$ cat config.mk
export PLATFORM = sky130hd
export DESIGN_NAME = unary_decoder_flat
export DESIGN_NICKNAME = d
export VERILOG_FILES = /design/src/rtl/unary_decoder_if.sv /design/src/rtl/unary_decoder.sv /design/src/flat_wrapper.sv
export SDC_FILE = /design/constraint.sdc
export NUM_CORES = 1
export LEC_CHECK = 0
export BUFFER_PORTS_ARGS = -buffer_cell sky130_fd_sc_hd__buf_2
export CORE_UTILIZATION = 40
export CTS_CLUSTER_DIAMETER = 200
export CTS_CLUSTER_SIZE = 30
export DETAILED_ROUTE_END_ITERATION = 8
export PLACE_DENSITY_LB_ADDON = 0.12
export SETUP_SLACK_MARGIN = 0.02
export SLEW_MARGIN = 5
export SYNTH_ARGS = -nofsm -noshare
export SYNTH_HDL_FRONTEND = slang
export SYNTH_SLANG_ARGS = --single-unit
$ cat constraint.sdc
create_clock -name clk -period 3.7 [get_ports clk]
set_input_delay 0.925 -clock clk [delete_from_list [all_inputs] [get_ports clk]]
set_output_delay 0.925 -clock clk [all_outputs]
set_load 0.005 [all_outputs]
$ cat src/rtl/unary_decoder_if.sv
// Handshake bundle for unary_decoder.
//   Input side : in_valid/in_ready/in_code (sign at bit MAG_W, thermometer magnitude below).
//   Output side: out_valid/out_ready plus out_value (signed), out_count, out_malformed.
// Handshake rule (both sides): a transfer occurs on a rising clock edge where
// valid and ready are both high; the producer holds data stable while valid is
// high and ready is low.
//   master : the upstream/downstream environment (drives in_*, out_ready)
//   slave  : the decoder itself
interface unary_decoder_if #(
    parameter int MAG_W   = 32,
    parameter int CHUNK_W = 4
);
    localparam int OUT_W = $clog2(MAG_W + 1) + 1;

    logic               in_valid;
    logic               in_ready;
    logic [MAG_W:0]     in_code;
    logic               out_valid;
    logic               out_ready;
    logic [OUT_W-1:0]   out_value;
    logic [OUT_W-2:0]   out_count;
    logic               out_malformed;

    modport master (
        output in_valid, in_code, out_ready,
        input  in_ready, out_valid, out_value, out_count, out_malformed
    );

    modport slave (
        input  in_valid, in_code, out_ready,
        output in_ready, out_valid, out_value, out_count, out_malformed
    );
endinterface

$ cat src/rtl/unary_decoder.sv
// Sequential sign-magnitude unary to two's-complement decoder.
// A word is latched in IDLE, its thermometer magnitude is scanned CHUNK_W bits
// per cycle in SCAN, and the result is presented in DONE until taken.
// Ports:
//   clk         : rising-edge clock
//   rst_n       : asynchronous active-low reset
//   bus         : unary_decoder_if slave modport (input and output handshakes)
//   o_dbg_state : current FSM state (0 IDLE, 1 SCAN, 2 DONE)
module unary_decoder #(
    parameter int MAG_W   = 32,
    parameter int CHUNK_W = 4
) (
    input  logic              clk,
    input  logic              rst_n,
    unary_decoder_if.slave    bus,
    output logic [1:0]        o_dbg_state
);
    localparam int OUT_W   = $clog2(MAG_W + 1) + 1;
    localparam int CNT_W   = OUT_W - 1;
    localparam int N_CHUNK = MAG_W / CHUNK_W;
    localparam int IDX_W   = (N_CHUNK > 1) ? $clog2(N_CHUNK) : 1;

    typedef enum logic [1:0] {
        S_IDLE = 2'd0,
        S_SCAN = 2'd1,
        S_DONE = 2'd2
    } state_t;

    state_t             r_state;
    logic [MAG_W-1:0]   r_shift;
    logic               r_sign;
    logic [CNT_W-1:0]   r_count;
    logic [IDX_W-1:0]   r_chunk_idx;
    logic               r_seen_zero;
    logic               r_malformed;
    logic               r_in_ready;
    logic               r_out_valid;
    logic [OUT_W-1:0]   r_out_value;
    logic [CNT_W-1:0]   r_out_count;
    logic               r_out_malformed;

    logic [CHUNK_W-1:0] w_chunk;
    logic [CNT_W-1:0]   w_pop;
    logic               w_chunk_bad;
    logic               w_chunk_has_zero;
    logic               w_zero_below;
    logic [OUT_W-1:0]   w_mag_ext;
    logic [OUT_W-1:0]   w_value;

    assign w_chunk = r_shift[CHUNK_W-1:0];

    // Popcount of the chunk and a contiguity check: walking up from the LSB,
    // any 1 after a 0 breaks the thermometer pattern inside this chunk.
    always_comb begin
        w_pop        = '0;
        w_chunk_bad  = 1'b0;
        w_zero_below = 1'b0;
        for (int i = 0; i < CHUNK_W; i++) begin
            w_pop = w_pop + {{(CNT_W-1){1'b0}}, w_chunk[i]};
            if (w_chunk[i] && w_zero_below) begin
                w_chunk_bad = 1'b1;
            end
            if (!w_chunk[i]) begin
                w_zero_below = 1'b1;
            end
        end
    end

    assign w_chunk_has_zero = ~&w_chunk;

    // Sign is applied to the final count; a zero count yields 0 either way.
    assign w_mag_ext = {1'b0, r_count};
    assign w_value   = r_sign ? (~w_mag_ext + {{(OUT_W-1){1'b0}}, 1'b1}) : w_mag_ext;

    always_ff @(posedge clk or negedge rst_n) begin
        if (!rst_n) begin
            r_state         <= S_IDLE;
            r_shift         <= '0;
            r_sign          <= 1'b0;
            r_count         <= '0;
            r_chunk_idx     <= '0;
            r_seen_zero     <= 1'b0;
            r_malformed     <= 1'b0;
            r_in_ready      <= 1'b1;
            r_out_valid     <= 1'b0;
            r_out_value     <= '0;
            r_out_count     <= '0;
            r_out_malformed <= 1'b0;
        end else begin
            case (r_state)
                S_IDLE: begin
                    if (bus.in_valid) begin
                        r_sign      <= bus.in_code[MAG_W];
                        r_shift     <= bus.in_code[MAG_W-1:0];
                        r_count     <= '0;
                        r_seen_zero <= 1'b0;
                        r_malformed <= 1'b0;
                        r_chunk_idx <= '0;
                        r_in_ready  <= 1'b0;
                        r_state     <= S_SCAN;
                    end
                end
                S_SCAN: begin
                    r_count     <= r_count + w_pop;
                    // A 1 anywhere after a 0 has already been seen in a lower
                    // chunk is also a contiguity break.
                    r_malformed <= r_malformed | w_chunk_bad
                                   | (r_seen_zero & (|w_chunk));
                    r_seen_zero <= r_seen_zero | w_chunk_has_zero;
                    r_shift     <= r_shift >> CHUNK_W;
                    r_chunk_idx <= r_chunk_idx + {{(IDX_W-1){1'b0}}, 1'b1};
                    if (r_chunk_idx == IDX_W'(N_CHUNK - 1)) begin
                        r_state <= S_DONE;
                    end
                end
                S_DONE: begin
                    // First DONE cycle publishes the accumulated result; the
                    // outputs then hold until the consumer takes them.
                    if (!r_out_valid) begin
                        r_out_count     <= r_count;
                        r_out_value     <= w_value;
                        r_out_malformed <= r_malformed;
                        r_out_valid     <= 1'b1;
                    end else if (bus.out_ready) begin
                        r_out_valid <= 1'b0;
                        r_in_ready  <= 1'b1;
                        r_state     <= S_IDLE;
                    end
                end
                default: begin
                    r_state    <= S_IDLE;
                    r_in_ready <= 1'b1;
                end
            endcase
        end
    end

    assign bus.in_ready      = r_in_ready;
    assign bus.out_valid     = r_out_valid;
    assign bus.out_value     = r_out_value;
    assign bus.out_count     = r_out_count;
    assign bus.out_malformed = r_out_malformed;
    assign o_dbg_state       = r_state;
endmodule

$ cat src/flat_wrapper.sv
// flat-port wrapper written by rule: the top's interface ports become plain ports
module unary_decoder_flat 
#(
    parameter int MAG_W   = 32,
    parameter int CHUNK_W = 4
)
  (clk, rst_n, o_dbg_state, bus_in_valid, bus_in_code, bus_out_ready, bus_in_ready, bus_out_valid, bus_out_value, bus_out_count, bus_out_malformed);
  unary_decoder_if #(.MAG_W(MAG_W), .CHUNK_W(CHUNK_W)) bus_i ();
  input  logic clk;
  input  logic rst_n;
  output logic [1:0] o_dbg_state;
  input wire logic [$bits(bus_i.in_valid)-1:0] bus_in_valid;
  input wire logic [$bits(bus_i.in_code)-1:0] bus_in_code;
  input wire logic [$bits(bus_i.out_ready)-1:0] bus_out_ready;
  output wire logic [$bits(bus_i.in_ready)-1:0] bus_in_ready;
  output wire logic [$bits(bus_i.out_valid)-1:0] bus_out_valid;
  output wire logic [$bits(bus_i.out_value)-1:0] bus_out_value;
  output wire logic [$bits(bus_i.out_count)-1:0] bus_out_count;
  output wire logic [$bits(bus_i.out_malformed)-1:0] bus_out_malformed;
  assign bus_i.in_valid = bus_in_valid;
  assign bus_i.in_code = bus_in_code;
  assign bus_i.out_ready = bus_out_ready;
  assign bus_in_ready = bus_i.in_ready;
  assign bus_out_valid = bus_i.out_valid;
  assign bus_out_value = bus_i.out_value;
  assign bus_out_count = bus_i.out_count;
  assign bus_out_malformed = bus_i.out_malformed;
  unary_decoder #(.MAG_W(MAG_W), .CHUNK_W(CHUNK_W)) u_core (.clk(clk), .rst_n(rst_n), .bus(bus_i), .o_dbg_state(o_dbg_state));
endmodule
* Yosys cells after proc, flatten, opt, wreduce, memory -nomap -nowiden
Index checks and enable logic that the tools add are counted. Widths: inputs -> output; s select.
Cells by class: equality and inequality tests 7, divide/modulo/power cells 0, order comparisons 0, reduce and logical (&&, ||, !) cells 13, $add $sub $neg 6, multiply operators 0, bitwise gates (word level) 7, mux-type cells 26, shift operators 0
Operator list (count):
- $pmux 32 s2 | 1
- $mux 32 | 1
- $add 6x1->6 | 2
- $pmux 6 s2 | 1
- $reduce_and 4->1 | 3
- $mux 1 | 11
- $mux 2 | 4
- $add 7x1->7 const B | 1
- $mux 7 | 1
- $not 6->7 | 1
- $add 6x6->6 | 1
- $mux 6 | 1
- $pmux 2 s3 | 1
- $pmux 3 s2 | 1
- $reduce_and 2->1 | 3
- $ne 2x1->1 const B | 2
- $ne 2x2->1 const B | 2
- $pmux 1 s2 | 2
- $reduce_or 4->1 | 1
- $add 3x1->3 const B | 1
- $eq 3x3->1 const B | 1
- $logic_and 1x1->1 | 3
- $mux 3 | 1
- $or 1x1->1 | 3
- other kinds (9) | 10
Storage, ports and cells: output and inout bits 18, memories kept 0, RAM bits 0, memory bits (read-only) 0, latch bits 0, register bits after elaboration 62

* Depth between registers and ports, before layout
Gate-level depths: netlist of the first run.
word-level depth 8, depth in mapped cells 11

* Worst setup path after synthesis of the first run
OpenSTA, ideal clock, no wires.
path kind reg-to-reg, start register u_core.r_shift[0], end register u_core.r_count[4], data arrival time 2230 ps, path buffers 0, library setup time 76 ps, slack 1393 ps, clock period less this slack 2307 ps, stages on the path, launching flop included 12, cells stage by stage dfrtp_1 > inv_1 > ha_1 > inv_1 > fa_1 > inv_1 > ha_1 > fa_1 > a21o_1 > a21oi_1 > o21ai_1 > o21ai_1
On the way: longest elaborated chain between the ends 5
RTL lines:
- start: declaration | RTL line unary_decoder.sv:30 | logic [MAG_W-1:0] r_shift;
- start signal: assignment | RTL line unary_decoder.sv:94 | r_shift <= bus.in_code[MAG_W-1:0];
- start signal: assignment | RTL line unary_decoder.sv:110 | r_shift <= r_shift >> CHUNK_W;
- $add 1x1->2 | RTL line unary_decoder.sv:59 | w_pop = w_pop + {{(CNT_W-1){1'b0}}, w_chunk[i]};
- $add 6x1->6 (2 in series) | RTL line unary_decoder.sv:59
- $add 6x6->6 | RTL line unary_decoder.sv:104 | r_count <= r_count + w_pop;
- $pmux 6 s2 | RTL line unary_decoder.sv:90 | case (r_state)
- end signal: assignment | RTL line unary_decoder.sv:104
- end: declaration | RTL line unary_decoder.sv:32 | logic [CNT_W-1:0] r_count;
Every way passes these cells. A chain may end at the register's enable or synchronous reset.

* Worst setup path in the final report of the first run
start register u_core.r_shift[1], end register u_core.r_count[4]
The elaborated chain is that of the path after synthesis.

==> results.sh, run 1 <==
export IMPL_grt_start_max_net_pins=40
export IMPL_timing_rr_start="u_core.r_shift[1]$_DFFE_PN0P_"
export IMPL_first_pass_iters=4
export IMPL_syn_num_nets=325
export IMPL_htreeDepth=3
export IMPL_holdWs_ns=0.477
export IMPL_wl_per_cell_microns=13.4
export IMPL_postCtsSetupBuffers=0
export IMPL_p_sw_frac=0.380
export IMPL_clk_pin_slew_ns=0.07
export IMPL_clk_latency_ns=0.33
export IMPL_synth_top_area_cell="dfrtp_1"
export IMPL_min_period_over_period=0.661
export IMPL_row_count=30
export IMPL_ys_async_sr_fraction=1.00
export IMPL_p_int_w=0.00186
export IMPL_place_inst=417
export IMPL_synth_top_cells_by_count="nand2_1 (65), dfrtp_1 (60), a22oi_1 (20)"
export IMPL_cts_tree="yes"
export IMPL_io_buffers=54
export IMPL_hp_class="flip-flop to flip-flop"
export IMPL_cp_max_fo=4
export IMPL_fin_cells=433
export IMPL_crit_path_start_kind="flip-flop"
export IMPL_synth_edf_count=0
export IMPL_fp_dieArea_sq_um=7350
export IMPL_antenna_found_initial=0
export IMPL_cts_resized=0
export IMPL_grt_use_total=0.178
export IMPL_die_w_microns=85.7
export IMPL_r2r_cells=11
export IMPL_fin_nets=380
export IMPL_status="finished clean"
export IMPL_fp_coreArea_sq_um=6790
export IMPL_synth_cell_type_count=37
export IMPL_max_stage_delay_ns=0.47
export IMPL_grt_pass1_vias=2174
export IMPL_initial_utilization=0.413
export IMPL_areaGrowthSynthToFinish_pct=20.2
export IMPL_finalMaxSlewViolations=0
export IMPL_pwr_share_comb=0.397
export IMPL_syn_cell_area_sq_um=2800
export IMPL_clock_sinks=61
export IMPL_grt_overflow_total=0
export IMPL_grt_pass1_wl_microns=10200
export IMPL_synth_ff_type="dfrtp_1"
export IMPL_power_density_nw_per_um2=887
export IMPL_ir_drop_mv=0.276
export IMPL_setup_viol=0
export IMPL_period_needed_ns=2.45
export IMPL_whs_endpoint="u_core.r_shift[18]$_DFFE_PN0P_"
export IMPL_worstMarginPinSlew_ns=0.796
export IMPL_synth_sequential_area_ratio=0.545
export IMPL_final_layout_size_suffix_gt1_frac=0.261
export IMPL_cts_buffers=9
export IMPL_synth_seq_cells=61
export IMPL_path_cells="inv_1 -> ha_1 -> inv_1 -> fa_1 -> inv_1 -> ha_1 -> fa_1 -> a21o_1 -> a21oi_1 -> o21ai_1 -> o21ai_1"
export IMPL_worstSetupPathType="flip-flop to flip-flop"
export IMPL_syn_area_per_cell_sq_um=10.1
export IMPL_reg2reg_to="u_core.r_count[4]$_DFFE_PN0P_"
export IMPL_clkPwrFrac=0.210
export IMPL_clockBufferDepth=2
export IMPL_yosysWarnings=0
export IMPL_finalWirelength_microns=5790
export IMPL_slew_headroom=0.469
export IMPL_crit_arrival_ns=2.71
export IMPL_crit_start="u_core.r_shift[1]$_DFFE_PN0P_"
export IMPL_hpwl_microns=3910
export IMPL_vias=2091
export IMPL_maxCapViolations=0
export IMPL_fp_dieH_microns=85.7
export IMPL_setup_tns_ns=0
export IMPL_fin_worst_skew_ns=0.00711
export IMPL_hold_path_depth=2
export IMPL_slowest_stage="fa_1"
export IMPL_netlist_area_leader_share=0.535
export IMPL_root_buffer="clkbuf_8"
export IMPL_vias_per_cell=4.83
export IMPL_p_leak_nw=1.73
export IMPL_crit_top_cell="inv_1"
export IMPL_yosysMostFrequentCell="nand2_1"
export IMPL_crit_required_ns=3.96
export IMPL_setup_slack_ns=1.25
export IMPL_rrSetupSlack_ns=1.25
export IMPL_worstSetupEndpointType="flip-flop"
export IMPL_hold_viol=0
export IMPL_fillCellCount=647
export IMPL_pwr_share_seq=0.393
export IMPL_drc=0
export IMPL_num_io_pins=55
export IMPL_cts_hold_buf=0
export IMPL_ys_top_cells_by_area="dfrtp_1 (54%), nand2_1 (8.7%), a22oi_1 (5.4%)"
export IMPL_grt_setup_unrepaired="false"
export IMPL_fmax_mhz=409
export IMPL_ant_nets=0
export IMPL_n_antenna_cell=0
export IMPL_gp_congestion=0.709
export IMPL_dpl_worst_slack_ns=1.27
export IMPL_syn_inst=277
export IMPL_drtIter0Drc=112
export IMPL_worstHoldStart="u_core.r_shift[18]$_DFFE_PN0P_"
export IMPL_postLayoutCoreUtil=0.496
export IMPL_p_sw_w=0.00114
==> metrics by stage <==
| stage | cell area [sq um] | power [W] |
|---|---|---|
| floorplan | 2800 | 0.00205 |
| global placement | 3160 | 0.00236 |
| detailed placement | 3160 | 0.00239 |
| CTS | 3370 | 0.00303 |
| global route | 3370 | 0.00328 |
| finish | 3370 | 0.00299 |
==> placed cells by master, fill, tap and decap left out, types with 4 or more instances in the layout <==
master    synthesis  routed
a21oi_1          13      13
a22oi_1          20      20
buf_2            11      54
buf_4             3       5
clkbuf_8          0      12
dfrtp_1          60      60
ha_1              9       9
inv_1            10      10
mux2_2            7       7
nand2_1          65      65
nand3_1          10      10
nor2_1           18      18
o21ai_0           4       4
o22ai_1           8       8
==> sequential cells by signal, summed over array words and instances (netlist names) <==
signal / count
u_core.r_seen_zero: 1
u_core.o_dbg_state: 2
u_core.bus.out_malformed: 1
u_core.bus.out_value: 6
u_core.r_malformed: 1
u_core.r_chunk_idx: 3
u_core.bus.out_valid: 1
u_core.bus.in_ready: 1
u_core.r_shift: 32
u_core.r_sign: 1
u_core.bus.out_count: 6
u_core.r_count: 6
==> power groups by stage <==
stage | registers (W) | clock network (W) | logic (W)
after CTS | 0.00118 | 0.000639 | 0.00121
after global routing | 0.00122 | 0.000667 | 0.00139
after detailed placement | 0.00119 | 0 | 0.00120
after global placement | 0.00118 | 0 | 0.00119
after floorplan | 0.00113 | 0 | 0.000920
final | 0.00118 | 0.000628 | 0.00119
==> per-layer routing <==
layer / GRT usage / routed length (microns) / vias to the layer above
met4: 0.0773 / 92 / 0
met1: 0.240 / 2820 / 990
li1: - / - / 1063
met3: 0.0346 / 164 / 9
met5: 0 / 0 / -
met2: 0.281 / 2710 / 29
==> cells by family after synthesis <==
| logic type | Yosys count | synth area share |
|---|---|---|
| and+or+nand+nor | 105 | 0.161 |
| buffers and inverters | 25 | 0.0424 |
| DFF | 61 | 0.545 |
| xor gates and xnor gates | 5 | 0.0156 |
| adders and majority gates | 11 | 0.0544 |
| AOI/OAI and AO/OA | 60 | 0.143 |
| muxes | 10 | 0.0388 |
==> layout make-up <==
class,count,area (sq um),share of cell area
clock buffers,13,169,0.0501
clock inverters,3,42.5,0.0126
inverters,10,37.5,0.0111
multi-input cells,191,1170,0.346
flip-flops and latches,61,1530,0.453
well taps,96,120,0.0356
repair buffers,59,308,0.0913
==> worst max-delay path by stage <==
stage                                    endpoint  depth (start not counted)
detailed placement  u_core.r_count[4]$_DFFE_PN0P_                         11
global route        u_core.r_count[4]$_DFFE_PN0P_                         11
CTS                 u_core.r_count[4]$_DFFE_PN0P_                         11
floorplan           u_core.r_count[4]$_DFFE_PN0P_                         11
global placement    u_core.r_count[4]$_DFFE_PN0P_                         11
finish              u_core.r_count[4]$_DFFE_PN0P_                         11
==> worst max-delay path, delay by kind of cell, from the launching register on <==
| family | cells | cell delay (ns) |
|---|---|---|
| adders and majority gates | 4 | 1.35 |
| AOI/OAI and AO/OA | 4 | 0.50 |
| DFF | 1 | 0.36 |
| buffers and inverters | 3 | 0.16 |
Note: power is estimated with default switching activity, not from simulation.
==> run 2, diff against run 1 <==
==> constraint.sdc (replaced) <==
create_clock -name clk -period 2 [get_ports clk]
set_input_delay 0.5 -clock clk [delete_from_list [all_inputs] [get_ports clk]]
set_output_delay 0.5 -clock clk [all_outputs]
set_load 0.005 [all_outputs]
==> run 2 against run 1 <==
Net effect:
- the run now ends with setup timing left
- setup slack got worse by 1.5 ns
- sequential share of layout area decreased by 3.6 points
- non-clock buffer count increased by 21
==> results.sh, run 2 (same netlist as run 1, synthesis figures left out) <==
export IMPL_p_sw_frac=0.364
export IMPL_setup_tns_ns=-0.758
export IMPL_vias_per_cell=4.85
export IMPL_hold_viol=0
export IMPL_ir_drop_mv=0.867
export IMPL_io_buffers=54
export IMPL_fin_worst_skew_ns=0.00523
export IMPL_num_io_pins=55
export IMPL_first_pass_iters=4
export IMPL_final_common_cell="nand2_1"
export IMPL_finalWirelength_microns=6040
export IMPL_grt_start_max_net_pins=26
export IMPL_final_layout_size_suffix_gt1_frac=0.341
export IMPL_holdWs_ns=0.136
export IMPL_cts_buffers=9
export IMPL_fp_coreArea_sq_um=6790
export IMPL_crit_required_ns=2.27
export IMPL_hp_class="primary input to async pin"
export IMPL_wl_per_cell_microns=13.3
export IMPL_grt_use_total=0.183
export IMPL_finalInstanceArea_sq_um=3660
export IMPL_status="finished with violations"
export IMPL_p_int_w=0.00406
export IMPL_antenna_found_initial=0
export IMPL_root_buffer="clkbuf_8"
export IMPL_crit_arrival_ns=2.51
export IMPL_cp_max_fo=2
export IMPL_grt_setup_unrepaired="true"
export IMPL_largest_reg_flops=32
export IMPL_worstSetupEndpointType="flip-flop"
export IMPL_setup_viol=5
export IMPL_worstMarginPinSlew_ns=0.521
export IMPL_pwr_share_comb=0.467
export IMPL_ant_nets=0
export IMPL_cts_hold_buf=0
export IMPL_clock_sinks=61
export IMPL_clk_latency_ns=0.34
export IMPL_pwr_share_seq=0.340
export IMPL_grt_pass1_vias=2178
export IMPL_clockBufferDepth=2
export IMPL_gp_congestion=0.735
export IMPL_finalMaxSlewViolations=0
export IMPL_fp_dieH_microns=85.7
export IMPL_hpwl_microns=4100
export IMPL_worstSetupPathType="flip-flop to flip-flop"
export IMPL_period_needed_ns=2.24
export IMPL_die_w_microns=85.7
export IMPL_vias=2203
export IMPL_fin_nets=401
export IMPL_fmax_mhz=445
export IMPL_violations="setup timing"
export IMPL_htreeDepth=3
export IMPL_layout_common_cells="nand2_1 (65), dfrtp_1 (60), buf_2 (54), buf_4 (22), a22oi_1 (20)"
export IMPL_maxCapViolations=0
export IMPL_min_period_over_period=1.12
export IMPL_slew_headroom=0.653
export IMPL_cts_tree="yes"
export IMPL_drtIter0Drc=113
export IMPL_setup_slack_ns=-0.245
export IMPL_drc=0
export IMPL_grt_overflow_total=0
export IMPL_regMostFlops="u_core.r_shift"
export IMPL_crit_path_start_kind="flip-flop"
export IMPL_grt_pass1_wl_microns=10300
export IMPL_fp_dieArea_sq_um=7350
export IMPL_placed_cell_area_sq_um=3310
export IMPL_power_total_w=0.00639
export IMPL_clk_pin_slew_ns=0.07
export IMPL_p_leak_nw=1.86
export IMPL_p_sw_w=0.00233
export IMPL_n_antenna_cell=0
export IMPL_power_density_nw_per_um2=1750
export IMPL_clkPwrFrac=0.193
export IMPL_initial_utilization=0.413
export IMPL_row_count=30
export IMPL_areaGrowthSynthToFinish_pct=30.5
export IMPL_dpl_worst_slack_ns=-0.286
==> run 2: changes by cell type in the layout (fill, tap and decap cells not counted), moves of 3 or more <==
cell / before / now
ha_1: 9 / 5
buf_4: 5 / 22
inv_1: 10 / 6
buf_12: 0 / 3
ha_4: 0 / 3
inv_2: 0 / 4
==> run 2: stage by stage <==
| stage | util | cells |
|---|---|---|
| 6_report | 0.538 | 454 |
| 5_1_grt | 0.538 | 454 |
| 4_1_cts | 0.529 | 450 |
| 3_5_place_dp | 0.488 | 432 |
| 3_3_place_gp | 0.488 | 432 |
| 2_1_floorplan | - | 277 |
==> run 2: worst max-delay path, stage by stage (launching register included) <==
cell     delay (ns)
dfrtp_1        0.36
inv_2          0.06
ha_4           0.26
inv_2          0.03
fa_1           0.48
inv_2          0.05
ha_4           0.15
fa_2           0.34
a21o_1         0.18
a21oi_2        0.12
o21ai_1        0.06
o21ai_1        0.08
==> run 2: timing repair <==
action	in CTS	in global routing
cloned	0	0
resized for setup	8	6
hold endpoints to repair	0	0
pin swaps	4	2
setup endpoints to repair	5	5
setup buffers	2	4
==> run 2: power groups by stage <==
stage	Combinational, W	Sequential [W]	Clock, W
2_1_floorplan	0.00172	0.00210	0
3_3_place_gp	0.00249	0.00217	0
3_5_place_dp	0.00255	0.00219	0
4_1_cts	0.00276	0.00217	0.00127
5_1_grt	0.00335	0.00226	0.00133
6_report	0.00298	0.00217	0.00123
==> run 2: final timing paths <==
| kind | start | endpoint | slack, ns | depth (start not counted) |
|---|---|---|---|---|
| worst min register to register | u_core.r_shift[18]$_DFFE_PN0P_ | u_core.r_shift[18]$_DFFE_PN0P_ | 0.48 | 2 |
| worst min-delay path | rst_n | u_core.r_shift[29]$_DFFE_PN0P_ | 0.14 | 1 |
| worst max register to register | u_core.r_shift[1]$_DFFE_PN0P_ | u_core.r_count[4]$_DFFE_PN0P_ | -0.24 | 11 |
| max in group asynchronous | rst_n | u_core.r_shift[9]$_DFFE_PN0P_ | 1.37 | 2 |
| min in group clk | bus_in_code[29] | u_core.r_shift[29]$_DFFE_PN0P_ | 0.35 | 3 |
| worst max-delay path | u_core.r_shift[1]$_DFFE_PN0P_ | u_core.r_count[4]$_DFFE_PN0P_ | -0.24 | 11 |
==> run 2: layout make-up <==
| class | instances | area (sq um) |
|---|---|---|
| inverter | 10 | 37.5 |
| sequential | 61 | 1530 |
| clock buffer | 12 | 155 |
| tap | 96 | 120 |
| fill | 636 | 3140 |
| timing repair buffer | 80 | 507 |
| clock inverter | 4 | 70.1 |
| multi-input combinational | 191 | 1240 |
==> run 2: routing by layer <==
layer | share of wire | global-route usage
met1 | 0.47 | 0.238
met2 | 0.48 | 0.295
met3 | 0.036 | 0.0558
met4 | 0.013 | 0.0591
met5 | 0 | 0
